**config.mk**
```make
export PLATFORM = sky130hd
export DESIGN_NAME = soc_system_settings_bank_flat
export DESIGN_NICKNAME = d
export VERILOG_FILES = /design/src/rtl/soc_system_settings_bank_if.sv /design/src/rtl/soc_system_settings_bank.sv /design/src/flat_wrapper.sv
export SDC_FILE = /design/constraint.sdc
export NUM_CORES = 1
export LEC_CHECK = 0
export CORE_MARGIN = 5
export CORE_UTILIZATION = 48
export DETAILED_ROUTE_END_ITERATION = 8
export PLACE_DENSITY = 0.86
export SETUP_SLACK_MARGIN = 0.3
export SLEW_MARGIN = 0
export SYNTH_ARGS = -nofsm -noshare
export SYNTH_HDL_FRONTEND = slang
export SYNTH_SLANG_ARGS = --single-unit
```
**constraint.sdc**
```tcl
create_clock -name clk -period 2.3 [get_ports clk]
set_clock_uncertainty 0.15 [all_clocks]
set_input_delay 0.345 -clock clk [delete_from_list [all_inputs] [get_ports clk]]
set_output_delay 0.345 -clock clk [all_outputs]
set_load 0.02 [all_outputs]
```
**src/rtl/soc_system_settings_bank_if.sv**
```systemverilog
// Avalon-MM slave bus bundle for the settings register bank.
// The HPS side drives the master modport; the bank uses the slave modport.
interface soc_system_settings_bank_if #(
    parameter int unsigned ADDR_W = 3
);
    logic [ADDR_W-1:0] address;
    logic              chipselect;
    logic              write_n;
    logic [31:0]       writedata;
    logic [31:0]       readdata;

    modport master (
        output address,
        output chipselect,
        output write_n,
        output writedata,
        input  readdata
    );

    modport slave (
        input  address,
        input  chipselect,
        input  write_n,
        input  writedata,
        output readdata
    );
endinterface

```
**src/rtl/soc_system_settings_bank.sv**
```systemverilog
// Shadow/active settings bank: the HPS writes saturated shadow values, and a commit
// copies all of them to the active outputs atomically once the consumer allows it.
module soc_system_settings_bank #(
    parameter int unsigned     NUM_CH    = 4,
    parameter int unsigned     DATA_W    = 12,
    parameter int unsigned     ADDR_W    = 3,
    parameter longint unsigned MAX_VAL   = (64'd1 << DATA_W) - 64'd1,
    parameter longint unsigned RESET_VAL = 64'd0
) (
    input  logic                       clk,
    input  logic                       reset_n,
    soc_system_settings_bank_if.slave  bus,
    input  logic                       apply_en,
    output logic [NUM_CH*DATA_W-1:0]   out_port,
    output logic [NUM_CH-1:0]          update_strobe,
    output logic                       commit_pending
);
    localparam logic [DATA_W-1:0] MAX_V     = DATA_W'(MAX_VAL);
    localparam logic [DATA_W-1:0] RST_V     = DATA_W'(RESET_VAL);
    localparam logic [ADDR_W-1:0] CTRL_ADDR = ADDR_W'(NUM_CH);
    localparam logic [ADDR_W-1:0] STAT_ADDR = ADDR_W'(NUM_CH + 1);
    localparam logic [NUM_CH-1:0] CH_ZERO   = {NUM_CH{1'b0}};

    logic [DATA_W-1:0] shadow_q [NUM_CH];
    logic [DATA_W-1:0] shadow_d [NUM_CH];
    logic [DATA_W-1:0] active_q [NUM_CH];
    logic [DATA_W-1:0] active_d [NUM_CH];
    logic [NUM_CH-1:0] dirty_q, dirty_d;
    logic [NUM_CH-1:0] strobe_q, strobe_d;
    logic              pending_q, pending_d;
    logic              lock_q, lock_d;
    logic              drop_q, drop_d;
    logic              clip_q, clip_d;

    logic              wr_s;
    logic              ctrl_wr_s;
    logic              stat_wr_s;
    logic              blocked_s;
    logic              apply_s;
    logic              over_s;
    logic [DATA_W-1:0] wval_s;
    logic [DATA_W-1:0] clipped_s;
    logic [NUM_CH-1:0] shadow_hit_s;
    logic              any_shadow_s;
    logic [31:0]       readdata_s;
    logic              unused_wdata_s;

    // Bus write decode and saturation of the incoming value.
    always_comb begin
        wr_s      = bus.chipselect && !bus.write_n;
        ctrl_wr_s = wr_s && (bus.address == CTRL_ADDR);
        stat_wr_s = wr_s && (bus.address == STAT_ADDR);
        blocked_s = lock_q || pending_q;
        apply_s   = pending_q && apply_en;
        wval_s    = bus.writedata[DATA_W-1:0];
        over_s    = (wval_s > MAX_V);
        clipped_s = over_s ? MAX_V : wval_s;
        for (int i = 0; i < NUM_CH; i++) begin
            shadow_hit_s[i] = wr_s && (bus.address == ADDR_W'(i));
        end
        any_shadow_s = |shadow_hit_s;
    end

    // Next-state: shadow writes are blocked while locked or a commit is waiting,
    // so they can never collide with the apply that clears dirty.
    always_comb begin
        for (int i = 0; i < NUM_CH; i++) begin
            shadow_d[i] = (shadow_hit_s[i] && !blocked_s) ? clipped_s : shadow_q[i];
            active_d[i] = apply_s ? shadow_q[i] : active_q[i];
        end
        dirty_d   = (apply_s ? CH_ZERO : dirty_q) | (blocked_s ? CH_ZERO : shadow_hit_s);
        strobe_d  = apply_s ? dirty_q : CH_ZERO;
        pending_d = apply_s ? 1'b0 : (pending_q || (ctrl_wr_s && bus.writedata[0]));
        lock_d    = ctrl_wr_s ? bus.writedata[1] : lock_q;
        drop_d    = (stat_wr_s && bus.writedata[30]) ? 1'b0
                  : (drop_q || (any_shadow_s && blocked_s));
        clip_d    = (stat_wr_s && bus.writedata[31]) ? 1'b0
                  : (clip_q || (any_shadow_s && !blocked_s && over_s));
    end

    // State registers with asynchronous active-low reset.
    always_ff @(posedge clk or negedge reset_n) begin
        if (!reset_n) begin
            for (int i = 0; i < NUM_CH; i++) begin
                shadow_q[i] <= RST_V;
                active_q[i] <= RST_V;
            end
            dirty_q   <= CH_ZERO;
            strobe_q  <= CH_ZERO;
            pending_q <= 1'b0;
            lock_q    <= 1'b0;
            drop_q    <= 1'b0;
            clip_q    <= 1'b0;
        end else begin
            for (int i = 0; i < NUM_CH; i++) begin
                shadow_q[i] <= shadow_d[i];
                active_q[i] <= active_d[i];
            end
            dirty_q   <= dirty_d;
            strobe_q  <= strobe_d;
            pending_q <= pending_d;
            lock_q    <= lock_d;
            drop_q    <= drop_d;
            clip_q    <= clip_d;
        end
    end

    // Zero-wait-state read mux; unmapped addresses fall through to zero.
    always_comb begin
        readdata_s = 32'd0;
        for (int i = 0; i < NUM_CH; i++) begin
            readdata_s = (bus.address == ADDR_W'(i)) ? 32'(shadow_q[i]) : readdata_s;
        end
        readdata_s = (bus.address == CTRL_ADDR) ? {30'd0, lock_q, pending_q} : readdata_s;
        readdata_s = (bus.address == STAT_ADDR) ? {clip_q, drop_q, 30'(dirty_q)} : readdata_s;
    end

    assign bus.readdata   = readdata_s;
    assign update_strobe  = strobe_q;
    assign commit_pending = pending_q;
    assign unused_wdata_s = ^bus.writedata;

    for (genvar g = 0; g < NUM_CH; g++) begin : g_out
        assign out_port[g*DATA_W +: DATA_W] = active_q[g];
    end
endmodule

```
**src/flat_wrapper.sv**
```systemverilog
// flat-port wrapper written by rule: the top's interface ports become plain ports
module soc_system_settings_bank_flat 
#(
    parameter int unsigned     NUM_CH    = 4,
    parameter int unsigned     DATA_W    = 12,
    parameter int unsigned     ADDR_W    = 3,
    parameter longint unsigned MAX_VAL   = (64'd1 << DATA_W) - 64'd1,
    parameter longint unsigned RESET_VAL = 64'd0
)
  (clk, reset_n, apply_en, out_port, update_strobe, commit_pending, bus_address, bus_chipselect, bus_write_n, bus_writedata, bus_readdata);
  soc_system_settings_bank_if #(.ADDR_W(ADDR_W)) bus_i ();
  input  logic clk;
  input  logic reset_n;
  input  logic apply_en;
  output logic [NUM_CH*DATA_W-1:0] out_port;
  output logic [NUM_CH-1:0] update_strobe;
  output logic commit_pending;
  input wire logic [$bits(bus_i.address)-1:0] bus_address;
  input wire logic [$bits(bus_i.chipselect)-1:0] bus_chipselect;
  input wire logic [$bits(bus_i.write_n)-1:0] bus_write_n;
  input wire logic [$bits(bus_i.writedata)-1:0] bus_writedata;
  output wire logic [$bits(bus_i.readdata)-1:0] bus_readdata;
  assign bus_i.address = bus_address;
  assign bus_i.chipselect = bus_chipselect;
  assign bus_i.write_n = bus_write_n;
  assign bus_i.writedata = bus_writedata;
  assign bus_readdata = bus_i.readdata;
  soc_system_settings_bank #(.NUM_CH(NUM_CH), .DATA_W(DATA_W), .ADDR_W(ADDR_W), .MAX_VAL(MAX_VAL), .RESET_VAL(RESET_VAL)) u_core (.clk(clk), .reset_n(reset_n), .bus(bus_i), .apply_en(apply_en), .out_port(out_port), .update_strobe(update_strobe), .commit_pending(commit_pending));
endmodule
```
==> results.tsv, run 1 <==
stage	metric	value	unit
run_status	status	complete, no violations	
power	Internal Pwr Total	3800	uW
sta	RSZ-0062 raised after global routing	yes	
clock_network	Clock Root Buffer	clkbuf_8	
sta	Final setup viols	0	
drt	TritonRoute pass-1 iters	4	
clock_network	Inserted Clock Buffers	9	
power	sequential fraction of design power	48.0	%
layout	final net count	486	
global_routing	initial antenna violation count	0	
layout	FILL cells	730	
synth	YS warnings	0	
synth	leading post-synthesis cells by cell area	dfrtp_1 (58%), mux2_2 (22%), mux4_2 (3.9%), buf_4 (2.9%), mux2_4 (2.9%)	
drt	final wirelength	11100	um
drt	via count	2983	
drt	DRC violations left	0	
power	Leak	0.00303	uW
power	Max VDD drop	0.000502	V
synth	Mapped Avg Cell Area	14.9	sq um
synth	Seq/Total Area, Yosys	57.9	%
floorplan	Core ar.	9640	sq um
layout	final non-filler cell total	584	
layout	ANT cells	0	
sta	period utilization	88.8	%
sta	Final Hold Viols	0	
critical_path	Worst Path Arrival	2140	ps
synth	synth unique cells	31	
drt	initial drt markers	80	
placed_design	number of port buffers	88	
floorplan	Initial Utilization	48.4	%
synth	Synth area leader	dfrtp_1	
clock_network	Worst-path clk slew	110	ps
layout	commonest cells after routing, fill and taps aside	dfrtp_1 (107), mux2_2 (88), clkdlybuf4s50_1 (68)	
synth	synthesized area	4670	sq um
floorplan	Chip Height	109	um
floorplan	top-level port count	125	
layout	Final Cell Area	6320	sq um
worst_hold_path	hold crit path type	in -> async	
clock_network	CTS tree	built	
power	Power Total	5480	uW
placed_design	detailed placer's ending HPWL	7640	um
layout	fraction of layout cells with a size suffix above 1	45.9	%
floorplan	standard-cell rows	36	
global_routing	grt ovf	0	
critical_path	WP data required	2400	ps
sta	min Tclk post-route	2040	ps
job	# Max-Cap Violations	0	
placed_design	GPL Wtd Cong	0.826	
sta	Achievable Freq	0.489	GHz
clock_network	Sink Count	108	
drt	routed len/inst	19.0	um
power	Gate power share	32.6	%
sta	Final Hold Slack	249	ps
floorplan	die area	11800	sq um
clock_network	Clock Path Buffers	2	
synth	Synth top area share	57.9	%
power	power share of the clock group	19.5	%
placed_design	placed cell count	545	
layout	Synth-to-Final Area Change	35.3	%
synth	synthesized flop and latch total	108	
global_routing	largest net degree at the start of global routing	44	
global_routing	GRT Total Usage	19.7	%
drt	Post-DRT Antenna Nets	0	
critical_path	Setup CP Type	reg -> reg	
power	P_sw	1680	uW
global_routing	vias in the first global route	3238	
critical_path	CP Max Fanout	7	
clock_network	H-tree depth	3	
global_routing	first-pass GRT wire length	17700	um
clock_network	clk_lat worst skew	360	ps
sta	Final Max Tran Viols	0	
floorplan	DIE WIDTH	109	um
drt	vias per cell	5.11	
critical_path	critical path endpoint category	register	
critical_path	startpoint types	register	
placed_design	dpl cell area	5860	sq um
power	Sw Ratio	30.6	%
power	Pwr Density	867	nW/um^2
synth	Synth Instances	313	
layout	most common cell after layout, fill and taps aside	dfrtp_1	
layout	final core utilization	65.5	%
## cell type report
type / instances / area, sq um / share of cell area (%)
clock buffer: 11 / 141 / 2.24
clock inverter: 5 / 36.3 / 0.574
inverter: 2 / 7.51 / 0.119
multi-input combinational: 185 / 1900 / 30.1
sequential: 108 / 2700 / 42.8
tap: 133 / 166 / 2.63
timing repair buffer: 140 / 1360 / 21.5
## critical path, cell delays in order, from the launching register on
cell and delay, ps:
dfrtp_2 440, nor4b_4 320, or4b_4 540, buf_6 180, mux2_4 300
## layer usage
metal	track usage, %	wire (um)
met1	26.1	4760
met2	33.5	5610
met3	3.20	517
met4	6.58	226
met5	0	0
## logic make-up (layout without fill, tap and decap cells)
logic type,count (synthesis),after routing,synth area share [%]
other,1,18,0.0803
AO/OA/AOI/OAI,12,12,1.98
buffers and inverters,37,158,4.82
multiplexers,113,113,29.8
flip-flops,108,108,57.9
AND/OR/NAND/NOR,42,42,5.47
## registers in the layout (all words and copies together) (netlist names)
signal	cells
u_core.commit_pending	1
u_core.out_port	48
u_core.shadow_q	48
u_core.clip_q	1
u_core.drop_q	1
u_core.update_strobe	4
u_core.dirty_q	4
u_core.lock_q	1
## cell usage after synthesis (all sizes together)
library cell  count
dfrtp           108
mux2             99
buf              29
nand2             9
nor2b             9
mux4              8
and3              6
clkbuf            6
mux2i             6
nor3              5
a21o              3
and3b             3
nor2              3
a21oi             2
inv               2
nand2b            2
o221ai            2
o2bb2ai           2
a21boi            1
a2bb2oi           1
a31o              1
and2              1
conb              1
nand3             1
nand3b            1
nor4b             1
or4b              1
## what timing repair did
action,4_1_cts,5_1_grt
cloned,1,0
endpoints found under the hold margin,19,0
endpoints found under the setup margin,29,24
hold buffers,1,0
pin swaps,5,3
resized for setup,95,12
setup buffers,17,4
## per-stage QoR
step | setup WS, ps | TNS (ps)
6_report | 257 | 0
5_1_grt | 235 | 0
4_1_cts | 275 | 0
3_5_place_dp | -416 | -10140
3_3_place_gp | -404 | -9210
2_1_floorplan | 138 | 0
## power groups by stage
| stage | clock network [uW] | logic, uW | registers [uW] |
|---|---|---|---|
| global route | 1160 | 1900 | 2680 |
| detailed placement | 0 | 1570 | 2670 |
| finish | 1070 | 1780 | 2630 |
| global placement | 0 | 1530 | 2640 |
| floorplan | 0 | 695 | 2800 |
| CTS | 1080 | 1740 | 2620 |
## worst paths after layout
kind,startpoint,end,slack [ps],cells past startpoint
worst max register to register,u_core.commit_pending$_DFF_PN0_,u_core.shadow_q[34]$_DFFE_PN0P_,260,4
worst max-delay path,u_core.commit_pending$_DFF_PN0_,u_core.shadow_q[34]$_DFFE_PN0P_,260,4
worst min register to register,u_core.out_port[23]$_DFFE_PN0P_,u_core.out_port[23]$_DFFE_PN0P_,360,1
worst min-delay path,reset_n,u_core.out_port[0]$_DFFE_PN0P_,250,2
min in group clk,u_core.out_port[23]$_DFFE_PN0P_,u_core.out_port[23]$_DFFE_PN0P_,360,1
max in group asynchronous,reset_n,u_core.out_port[7]$_DFFE_PN0P_,1080,3
(Power assumes the default switching activity.)
==> inputs of run 2 (changes only) <==
- HOLD_SLACK_MARGIN: unset -> 0.08
==> results of run 2 <==
Same layout as run 1: the final DEF is identical, and so are final timing and power.
==> edit (flow settings as in run 1) <==
`NUM_CH` is set to 4 in 2 places; all go to 8.
--- a/src/rtl/soc_system_settings_bank.sv
+++ b/src/rtl/soc_system_settings_bank.sv
@@ -1,7 +1,7 @@
 // Shadow/active settings bank: the HPS writes saturated shadow values, and a commit
 // copies all of them to the active outputs atomically once the consumer allows it.
 module soc_system_settings_bank #(
-    parameter int unsigned     NUM_CH    = 4,
+    parameter int unsigned     NUM_CH    = 8,
     parameter int unsigned     DATA_W    = 12,
     parameter int unsigned     ADDR_W    = 3,
     parameter longint unsigned MAX_VAL   = (64'd1 << DATA_W) - 64'd1,
--- a/src/flat_wrapper.sv
+++ b/src/flat_wrapper.sv
@@ -1,7 +1,7 @@
 // flat-port wrapper written by rule: the top's interface ports become plain ports
 module soc_system_settings_bank_flat 
 #(
-    parameter int unsigned     NUM_CH    = 4,
+    parameter int unsigned     NUM_CH    = 8,
     parameter int unsigned     DATA_W    = 12,
     parameter int unsigned     ADDR_W    = 3,
     parameter longint unsigned MAX_VAL   = (64'd1 << DATA_W) - 64'd1,
Ports: changed (resized out_port and update_strobe); port bits go from 125 to 177. No check against the original RTL was run, so the function may have changed too.
==> edit against run 1 <==
Wire length is 95% higher; total power grew 110%; worst setup slack got worse by 0.23 ns; critical path type is now reg -> out; utilization rose by 0.99 points; sequential cell count rose by 104; sequential power is 93% higher; largest cell class unchanged; final area is 89% higher; count of clock-buffer cells in the layout grew 20; global-route usage increased by 0.40 points; area after synthesis rose by 87%.
==> edit: results (changes against run 1) <==
crit path max fanout = 2 (-5)
most frequent cells after synthesis = dfrtp_1, mux2_2, nand2_1
CP startpoint = u_core.shadow_q[2]
average wire per standard cell = 20.4 µm (+7.5%)
bufs w/o clock = 220 (+57%)
vias in the first global route = 6056 (+87%)
Crit path arrival time = 1.78 ns (-0.36 ns)
fraction of area in multi-input gates = 28.1% (-2.0 points)
CTS Buf Count = 22 (+13)
leakage power total = 6.17 nW (+100%)
clock buf count = 31 (+20)
multi-input gates = 355 (+92%)
Reg area = 5310 µm² (+96%)
Via density = 5.42 (+6.2%)
clk sinks = 212 (+96%)
Filler cells = 1249 (+71%)
Clock Power Share = 30.4% (+11 points)
seq pwr = 0.00508 W (+93%)
global-route met2 utilization = 33.2% (-0.26 points)
clock network area share = 6.10% (+3.3 points)
buffering overhead = 19.0% (-2.5 points)
largest net degree at the start of global routing = 68 (+55%)
CTS clock-pin slew for the worst setup and hold paths = 0.06 ns (-0.05 ns)
post-synthesis sequential area ratio = 60.7% (+2.8 points)
Nets = 852 (+75%)
top cells by area, synth = dfrtp_1, mux2_2, mux2i_1
gr usage total = 20.1% (+0.40 points)
critical path class = reg -> out
count of cell types in the netlist = 34 (+9.7%)
Max clock buf depth = 3 (+1)
CTS Root Cell = clkbuf_16
status = finished clean
share of layout cells above drive strength 1 = 43.5% (-2.4 points)
switch share = 28.6% (-2.1 points)
maximum vdd ir drop = 0.619 mV (+23%)
NetSw = 0.00330 W (+97%)
met3 usage = 3.93% (+0.73 points)
routed length on met3 = 1480 µm (+190%)
H-tree level count = 1 (-2)
drt initial violations = 337 (+320%)
initial antenna violation count = 0 (unchanged)
GP Congestion = 0.955 (+16%)
Port Buffers = 140 (+59%)
Inverters = 1 (-1)
worst skew pair latency = 0.49 ns (+0.13 ns)
DP Wirelength = 14300 µm (+88%)
Reg-to-Reg Start = u_core.commit_pending
first-pass GRT wire length = 34600 µm (+96%)
## edit: cell count changes after synthesis, sizes merged, moves of 6 or more
cell   change
a22o      +10
buf       +18
dfrtp    +104
mux2      +93
mux2i     +10
nand2     +26
nor3b      +6
o21ai     +14
## edit: stage by stage
step | util (%) | std cells | area, µm² | worst slack [ns]
final | 66.5 | 1057 | 12000 | 0.0282
after global routing | 66.5 | 1057 | 12000 | -0.0162
after CTS | 65.1 | 1043 | 11700 | 0.0689
after detailed placement | 59.1 | 974 | 10600 | -0.535
after global placement | 59.1 | 974 | 10600 | -0.511
after floorplan | - | 620 | 8800 | 0.359
## edit: critical path, cell delays in order, from the launching register on
cell	delay (ns)
dfrtp_1	0.40
mux4_2	0.47
nand2_1	0.09
o211ai_1	0.13
buf_4	0.19
## edit: cells by family after synthesis
| family | count (synthesis) | synth area share, % |
|---|---|---|
| DFF | 212 | 60.7 |
| and+or+nand+nor | 82 | 4.87 |
| muxes | 212 | 27.6 |
| buffers and inverters | 53 | 3.46 |
| other | 1 | 0.0429 |
| AOI/OAI and AO/OA | 43 | 3.32 |
## edit: timing repair
item / 4_1_cts / 5_1_grt
resized for setup: 126 / 54
gates cloned: 4 / 0
setup buffers: 24 / 14
hold endpoints to repair: 50 / 0
pin swaps: 21 / 13
setup endpoints to repair: 21 / 48
hold buffers: 1 / 0
## edit: final timing paths
check / endpoint / slack, ns / cells after the start
worst max-delay path: bus_readdata[2] / 0.03 / 4
worst min-delay path: u_core.out_port[10] / 0.24 / 2
worst max register to register: u_core.shadow_q[91] / 0.48 / 4
worst min register to register: u_core.shadow_q[89] / 0.34 / 1
max in group asynchronous: u_core.update_strobe[0] / 1.07 / 3
min in group clk: u_core.drop_q / 0.28 / 2
